$ cat src/rtl/cache_axi_bridge.sv
// Cache-to-AXI bridge: arbitrates NUM_RD read requesters onto one AXI read channel
// and serves one writeback/uncached-store requester on the AXI write channel.
module cache_axi_bridge #(
  parameter int NUM_RD     = 4,
  parameter int LINE_WORDS = 8,
  parameter int ARB_RR     = 0
) (
  input  logic                       clk,
  input  logic                       rst,
  input  logic [NUM_RD-1:0]          rd_req_i,
  input  logic [NUM_RD-1:0]          rd_single_i,
  input  logic [NUM_RD*32-1:0]       rd_addr_i,
  output logic [NUM_RD-1:0]          rd_done_o,
  output logic [LINE_WORDS*32-1:0]   rd_data_o,
  input  logic                       wr_req_i,
  input  logic                       wr_single_i,
  input  logic [31:0]                wr_addr_i,
  input  logic [LINE_WORDS*32-1:0]   wr_data_i,
  input  logic [3:0]                 wr_strb_i,
  output logic                       wr_busy_o,
  output logic                       wr_done_o,
  output logic                       m_arvalid_o,
  input  logic                       m_arready_i,
  output logic [31:0]                m_araddr_o,
  output logic [7:0]                 m_arlen_o,
  input  logic                       m_rvalid_i,
  output logic                       m_rready_o,
  input  logic [31:0]                m_rdata_i,
  input  logic                       m_rlast_i,
  output logic                       m_awvalid_o,
  input  logic                       m_awready_i,
  output logic [31:0]                m_awaddr_o,
  output logic [7:0]                 m_awlen_o,
  output logic                       m_wvalid_o,
  input  logic                       m_wready_i,
  output logic [31:0]                m_wdata_o,
  output logic [3:0]                 m_wstrb_o,
  output logic                       m_wlast_o,
  input  logic                       m_bvalid_i,
  output logic                       m_bready_o
);
  localparam int CW  = $clog2(LINE_WORDS);
  localparam int OFF = CW + 2;
  localparam int IW  = $clog2(NUM_RD);
  localparam logic [IW:0] NRW    = (IW+1)'(NUM_RD);
  localparam logic [CW:0] LW_CNT = (CW+1)'(LINE_WORDS);
  localparam logic [CW-1:0] LAST_WORD = CW'(LINE_WORDS - 1);

  localparam logic [1:0] R_IDLE = 2'd0, R_AR = 2'd1, R_DATA = 2'd2;
  localparam logic [1:0] W_IDLE = 2'd0, W_AW = 2'd1, W_DATA = 2'd2, W_B = 2'd3;

  function automatic logic [31:0] align(input logic [31:0] a, input logic single);
    return single ? a : {a[31:OFF], {OFF{1'b0}}};
  endfunction

  logic [NUM_RD-1:0][31:0]     rd_addr_w;
  logic [NUM_RD-1:0]           eligible;
  logic                        gnt_valid;
  logic [IW-1:0]               gnt_idx, ptr;
  logic [IW:0]                 p;

  logic [1:0]                  r_state_q, r_state_d;
  logic [IW-1:0]               r_idx_q, r_idx_d, rr_ptr_q, rr_ptr_d;
  logic [31:0]                 r_addr_q, r_addr_d;
  logic                        r_single_q, r_single_d;
  logic [CW:0]                 r_cnt_q, r_cnt_d;
  logic [LINE_WORDS-1:0][31:0] rd_data_q, rd_data_d;
  logic [NUM_RD-1:0]           rd_done_q, rd_done_d;

  logic [1:0]                  w_state_q, w_state_d;
  logic [31:0]                 w_addr_q, w_addr_d;
  logic [LINE_WORDS-1:0][31:0] w_data_q, w_data_d;
  logic [3:0]                  w_strb_q, w_strb_d;
  logic                        w_single_q, w_single_d;
  logic [CW-1:0]               w_cnt_q, w_cnt_d;
  logic                        wr_done_q, wr_done_d;

  assign rd_addr_w = rd_addr_i;
  assign wr_busy_o = (w_state_q != W_IDLE);

  // A read to the line currently being written must wait for the B response.
  for (genvar k = 0; k < NUM_RD; k++) begin : g_elig
    assign eligible[k] = rd_req_i[k] &&
                         !(wr_busy_o && (rd_addr_w[k][31:OFF] == w_addr_q[31:OFF]));
  end

  // NOTE: every variable written in always_comb gets a default first, so no latches.
  always_comb begin
    gnt_valid = 1'b0;
    gnt_idx   = '0;
    p         = '0;
    ptr       = (ARB_RR != 0) ? rr_ptr_q : '0;
    for (int i = 0; i < NUM_RD; i++) begin
      p = {1'b0, ptr} + (IW+1)'(i);
      if (p >= NRW) p = p - NRW;
      if (!gnt_valid && eligible[p[IW-1:0]]) begin
        gnt_valid = 1'b1;
        gnt_idx   = p[IW-1:0];
      end
    end
  end

  always_comb begin
    r_state_d  = r_state_q;
    r_idx_d    = r_idx_q;
    r_addr_d   = r_addr_q;
    r_single_d = r_single_q;
    r_cnt_d    = r_cnt_q;
    rr_ptr_d   = rr_ptr_q;
    rd_data_d  = rd_data_q;
    rd_done_d  = '0;
    case (r_state_q)
      R_IDLE: if (gnt_valid) begin
        r_idx_d    = gnt_idx;
        r_single_d = rd_single_i[gnt_idx];
        r_addr_d   = align(rd_addr_w[gnt_idx], rd_single_i[gnt_idx]);
        r_cnt_d    = '0;
        rr_ptr_d   = ({1'b0, gnt_idx} == NRW - 1'b1) ? '0 : gnt_idx + 1'b1;
        r_state_d  = R_AR;
      end
      R_AR: if (m_arready_i) r_state_d = R_DATA;
      R_DATA: if (m_rvalid_i) begin
        // Beats beyond the line buffer are accepted but dropped.
        if (r_cnt_q < LW_CNT) begin
          rd_data_d[r_cnt_q[CW-1:0]] = m_rdata_i;
          r_cnt_d = r_cnt_q + 1'b1;
        end
        if (m_rlast_i) begin
          rd_done_d[r_idx_q] = 1'b1;
          r_state_d = R_IDLE;
        end
      end
      default: r_state_d = R_IDLE;
    endcase
  end

  always_comb begin
    w_state_d  = w_state_q;
    w_addr_d   = w_addr_q;
    w_data_d   = w_data_q;
    w_strb_d   = w_strb_q;
    w_single_d = w_single_q;
    w_cnt_d    = w_cnt_q;
    wr_done_d  = 1'b0;
    case (w_state_q)
      W_IDLE: if (wr_req_i) begin
        w_addr_d   = align(wr_addr_i, wr_single_i);
        w_data_d   = wr_data_i;
        w_strb_d   = wr_strb_i;
        w_single_d = wr_single_i;
        w_cnt_d    = '0;
        w_state_d  = W_AW;
      end
      W_AW:   if (m_awready_i) w_state_d = W_DATA;
      W_DATA: if (m_wready_i) begin
        if (m_wlast_o) w_state_d = W_B;
        else           w_cnt_d   = w_cnt_q + 1'b1;
      end
      W_B: if (m_bvalid_i) begin
        wr_done_d = 1'b1;
        w_state_d = W_IDLE;
      end
      default: w_state_d = W_IDLE;
    endcase
  end

  // NOTE: state uses non-blocking assignments so every register samples pre-edge values.
  always_ff @(posedge clk) begin
    if (rst) begin
      r_state_q <= R_IDLE;
      r_cnt_q   <= '0;
      rr_ptr_q  <= '0;
      rd_data_q <= '0;
      rd_done_q <= '0;
      w_state_q <= W_IDLE;
      w_cnt_q   <= '0;
      wr_done_q <= 1'b0;
    end else begin
      r_state_q <= r_state_d;
      r_cnt_q   <= r_cnt_d;
      rr_ptr_q  <= rr_ptr_d;
      rd_data_q <= rd_data_d;
      rd_done_q <= rd_done_d;
      w_state_q <= w_state_d;
      w_cnt_q   <= w_cnt_d;
      wr_done_q <= wr_done_d;
    end
  end

  // NOTE: payload registers are only consumed in non-idle states, so they carry no reset.
  always_ff @(posedge clk) begin
    r_idx_q    <= r_idx_d;
    r_addr_q   <= r_addr_d;
    r_single_q <= r_single_d;
    w_addr_q   <= w_addr_d;
    w_data_q   <= w_data_d;
    w_strb_q   <= w_strb_d;
    w_single_q <= w_single_d;
  end

  assign rd_done_o   = rd_done_q;
  assign rd_data_o   = rd_data_q;
  assign m_arvalid_o = (r_state_q == R_AR);
  assign m_araddr_o  = r_addr_q;
  assign m_arlen_o   = r_single_q ? 8'd0 : 8'(LINE_WORDS - 1);
  assign m_rready_o  = (r_state_q == R_DATA);

  assign wr_done_o   = wr_done_q;
  assign m_awvalid_o = (w_state_q == W_AW);
  assign m_awaddr_o  = w_addr_q;
  assign m_awlen_o   = w_single_q ? 8'd0 : 8'(LINE_WORDS - 1);
  assign m_wvalid_o  = (w_state_q == W_DATA);
  assign m_wdata_o   = w_data_q[w_cnt_q];
  assign m_wstrb_o   = w_single_q ? w_strb_q : 4'hF;
  assign m_wlast_o   = (w_state_q == W_DATA) && (w_cnt_q == (w_single_q ? '0 : LAST_WORD));
  assign m_bready_o  = (w_state_q == W_B);

endmodule

$ cat config.mk
export PLATFORM = sky130hd
export DESIGN_NAME = cache_axi_bridge
export DESIGN_NICKNAME = d
export VERILOG_FILES = /design/src/rtl/cache_axi_bridge.sv
export SDC_FILE = /design/constraint.sdc
export NUM_CORES = 1
export LEC_CHECK = 0
export ABC_AREA = 1
export BUFFER_PORTS_ARGS = -buffer_cell sky130_fd_sc_hd__buf_2
export CAP_MARGIN = 25
export CORE_AREA = 5 5 333 335
export DETAILED_ROUTE_END_ITERATION = 6
export DIE_AREA = 0 0 338 340
export REMOVE_ABC_BUFFERS = 1
export SYNTH_ARGS = -nofsm -noshare
export SYNTH_HDL_FRONTEND = slang
export SYNTH_SLANG_ARGS = --single-unit
$ cat constraint.sdc
create_clock -name clk -period 10.6 [get_ports clk]
set_input_delay 1.06 -clock clk [delete_from_list [all_inputs] [get_ports clk]]
set_output_delay 1.06 -clock clk [all_outputs]
set_load 0.03 [all_outputs]
==> results.md <==
- Clk pwr share: 0.340
- Num CTS Buffers: 70
- Final hold viol count: 0
- Worst Min Path Start: rd_data_o[194]$_SDFFE_PP0P_
- First-pass GRT wire length: ~140 mm
- Die width: 338 um
- Final Worst Setup Slack: around 6.1 ns
- Distinct cells, synth: 35
- Outcome: completed
- Post-Synthesis Cell Area: about 25,000 um2
- Avg Inst Size Synth: ~9.0 um2
- DR DRC count: 0
- CTS H-tree depth: 3
- Slowest stage delay, CP: 0.62 ns
- Endpoint arrival time on the critical path: about 3.5 ns
- Net count, final: approximately 4,000
- Number of cells on the worst hold path: 2
- Final HPWL DP: between 70 and 80 mm
- Destination of the worst hold path: rd_data_o[194]$_SDFFE_PP0P_
- Portion of total power attributed to combinational logic: 0.212
- Total of max-cap violations: 0
- Post-CTS Hold Buffers: 0
- Final setup skew: between 0.03 and 0.04 ns
- Remaining number of nets flagged by the antenna check after routing: 0
- Endpoint kind of the worst setup timing path: output pin
- Vertical extent of the die: approximately 340 um
- Initial DRT Pass Iterations: 5
- CP most frequent cell: sky130_fd_sc_hd__buf_4
- Tightest Hold Check Type: register to register
- Critical path cell sequence: buf_4, buf_4, o21ai_0, o22ai_1, nor2_1, a31oi_1, buf_2
- Setup slack after placement: roughly 6.1 ns
- Clock-pin slew of the registers on the worst-case setup and hold paths: ~0.06 ns
- Gp weighted congestion: 0.903
- Worst path required time: roughly 9.5 ns
- Unrepaired setup endpoints after global routing: no
- Post-CTS setup buffer count: 0
- Cell area power density: between 200 and 250 nW/um2
- Net Sw Power: 2.23 mW
- Relative slew margins: 0.315
- Fraction of layout instances using a drive strength above 1: 0.285
- Std-Cell Rows: ~120
- Number of cells produced by synthesis: about 2,800
- Total Die Area: approximately 110,000 um2
- Layout area overhead: 31.1%
- Clock sink total: 600
- Total wire length: roughly 100 mm
- Worst reg-to-reg setup slack: between 6 and 7 ns
- Yosys synthesis warning count: 0
- Critical Path Slowest Stage Cell: sky130_fd_sc_hd__buf_4
- CTS Buffer Depth: 3
- Routed via count divided by cell count: around 4.4
- Maximum vdd drop: 0.000181 V
- Setup TNS: 0 ns
- Transition time of the tightest slew-check pin: roughly 1 ns
- Total global routing track utilization: 0.163
- Placeable core region: 108,000 um2
- Overflow left after global routing: 0
- Number of global-route vias before repair: around 21,000
- Critical setup path kind: register to output pin
- Highest achievable clock rate: between 0.2 and 0.25 GHz
- Origin of the critical flop-to-flop path: w_state_q[0]$_SDFFE_PP0P_
- Cts repair resizes: 0
- Capture instance of the worst register-to-register path: m_araddr_o[18]$_DFFE_PP_
- Int Power: 4.57 mW
- CTS root buf: sky130_fd_sc_hd__clkbuf_16
- Initial core utilization: 0.232
- Sort of element at the start of the critical path: register
- Ratio of final minimum period to clock period: 0.429
- Maximum number of pins on one net before global-route repair: 120
- 1st-iter DRT viols: 1,569
- DR vias: between 20,000 and 25,000
- Final routed wire length divided by cell count: 19.7 um
- Worst Reg-to-Reg Cells: 13
- CTS tree: built
- Time the final worst path needs with I/O delays and setup: around 4.5 ns
- I/O pin count: between 800 and 900
- Largest driver fanout on the critical path: 64
- Synthesis-stage register bit count: 600
- Finish-stage setup viols: 0
- Initial antenna violation count: 27
- Sequential share of the synthesized area: 0.612
- Sequential cell fraction of total power: 0.448
- Switching Fraction: 0.328
- Quantity of I/O buffers inserted on ports: ~840
- Final Max Tran Viols: 0
- Clock latency on the worst-skew pair: 0.62 ns
- Pleak: approximately 15 nW
state kept, by name, indices dropped and copies added (netlist names):
name	cells
rd_data_o	256
w_state_q	2
r_idx_q	2
w_data_q	256
m_awaddr_o	32
w_strb_q	4
wr_done_o	1
r_state_q	2
m_araddr_o	32
rd_done_o	4
r_single_q	1
w_single_q	1
r_cnt_q	4
w_cnt_q	3
cell type report:
cell class,instances,area [um2]
fill,11400,75000
sequential,600,15300
multi-input combinational,1741,7950
timing repair buffer,870,4440
clock buffer,89,1840
tap,1414,1770
inverter,283,1080
clock inverter,32,317
antenna,26,65.1
worst max-delay path by stage:
stage	startpoint	endpoint	slack [ns]	depth (start not counted)
after detailed placement	rd_addr_i[42]	m_araddr_o[9]$_DFFE_PP_	6.09	12
after floorplan	wr_req_i	m_awaddr_o[0]$_SDFFCE_PN0P_	3.19	2
after CTS	w_cnt_q[0]$_SDFFE_PP0P_	m_wdata_o[6]	5.98	7
final	w_cnt_q[0]$_SDFFE_PP0P_	m_wdata_o[6]	6.05	7
after global routing	w_cnt_q[0]$_SDFFE_PP0P_	m_wdata_o[6]	5.78	7
after global placement	rd_addr_i[42]	m_araddr_o[12]$_DFFE_PP_	6.13	12
synth_stat cells (all sizes together):
cell type	number	area [um2]
a31oi	33	206
nand4	9	56.3
nand2	342	1300
ha	6	75.1
buf	43	299
nor2	628	2370
xor2	7	61.3
clkinv	2	7.51
or2	6	37.5
inv	281	1050
conb	1	3.75
nor3	7	40.0
o21ai	445	2250
o22ai	35	219
nand3	37	198
xnor2	18	158
clkbuf	119	447
dfxtp	272	5450
o211ai	27	258
a21oi	131	656
edfxtp	328	9850
cell usage in the layout, fill, tap and decap left out, types with 2 or more instances in the layout:
master                       count
sky130_fd_sc_hd__o211ai_2       11
sky130_fd_sc_hd__diode_2        26
sky130_fd_sc_hd__clkinvlp_4      3
sky130_fd_sc_hd__inv_6           4
sky130_fd_sc_hd__clkinv_2       12
sky130_fd_sc_hd__o21ai_1        27
sky130_fd_sc_hd__clkinv_8        2
sky130_fd_sc_hd__nand2_1       339
sky130_fd_sc_hd__inv_2          26
sky130_fd_sc_hd__clkinv_1       10
sky130_fd_sc_hd__nor2_2          4
sky130_fd_sc_hd__nand4_1         9
sky130_fd_sc_hd__or2_2           6
sky130_fd_sc_hd__clkbuf_16      70
sky130_fd_sc_hd__a31oi_1        33
sky130_fd_sc_hd__edfxtp_1      328
sky130_fd_sc_hd__clkinv_4        2
sky130_fd_sc_hd__inv_1         250
sky130_fd_sc_hd__nand3_1        33
sky130_fd_sc_hd__xnor2_1        18
sky130_fd_sc_hd__conb_1         10
sky130_fd_sc_hd__bufinv_16       3
sky130_fd_sc_hd__xor2_1          7
sky130_fd_sc_hd__buf_2         843
sky130_fd_sc_hd__nand2_2         2
sky130_fd_sc_hd__clkbuf_1       17
sky130_fd_sc_hd__o21ai_4         2
sky130_fd_sc_hd__nor3_1          6
sky130_fd_sc_hd__ha_1            6
sky130_fd_sc_hd__dfxtp_1       270
sky130_fd_sc_hd__nor2_1        623
sky130_fd_sc_hd__o22ai_1        35
sky130_fd_sc_hd__nand3_2         3
sky130_fd_sc_hd__a21oi_1       131
sky130_fd_sc_hd__o211ai_1       16
sky130_fd_sc_hd__o21ai_0       415
sky130_fd_sc_hd__buf_4          26
metrics by stage:
stage	area [um2]	power [mW]	hold WS, ns	cells	utilization
floorplan	24300	3.98	0.441	2624	-
global placement	30500	4.52	0.430	4907	0.283
detailed placement	30500	4.54	0.433	4907	0.283
CTS	32700	6.87	0.442	5028	0.303
global route	32700	7.11	0.459	5047	0.304
finish	32800	6.80	0.438	5055	0.304
cells by family (layout without fill, tap and decap cells):
| group | after synthesis | count (layout) | share of synthesized area |
|---|---|---|---|
| flip-flops | 600 | 600 | 0.612 |
| buffers and inverters | 445 | 1274 | 0.0724 |
| AO/OA/AOI/OAI | 671 | 671 | 0.144 |
| adder cells (fa/ha/maj) | 6 | 6 | 0.00300 |
| XOR/XNOR | 25 | 25 | 0.00876 |
| AND/OR/NAND/NOR | 1029 | 1029 | 0.160 |
| other | 1 | 36 | 0.000150 |
per-layer routing:
layer	vias to the layer above	global-route usage	part of all wire
li1	10800	-	-
met1	10400	0.193	0.39
met2	1001	0.269	0.47
met3	204	0.0469	0.090
met4	8	0.0848	0.049
met5	-	0	0.00048
worst max-delay path, delay by kind of cell (launching register included):
family | cells | cell delay, ns
buf+inv | 3 | 1.49
compound gates | 3 | 0.73
flops | 1 | 0.48
simple gates | 1 | 0.07
power groups by stage:
| stage | Combinational (mW) | Sequential (mW) | Clock [mW] |
|---|---|---|---|
| 6_report | 1.44 | 3.04 | 2.31 |
| 5_1_grt | 1.57 | 3.07 | 2.47 |
| 4_1_cts | 1.45 | 3.05 | 2.38 |
| 3_5_place_dp | 1.44 | 3.09 | 0 |
| 3_3_place_gp | 1.43 | 3.09 | 0 |
| 2_1_floorplan | 0.688 | 3.29 | 0 |
(Power assumes the default switching activity.)
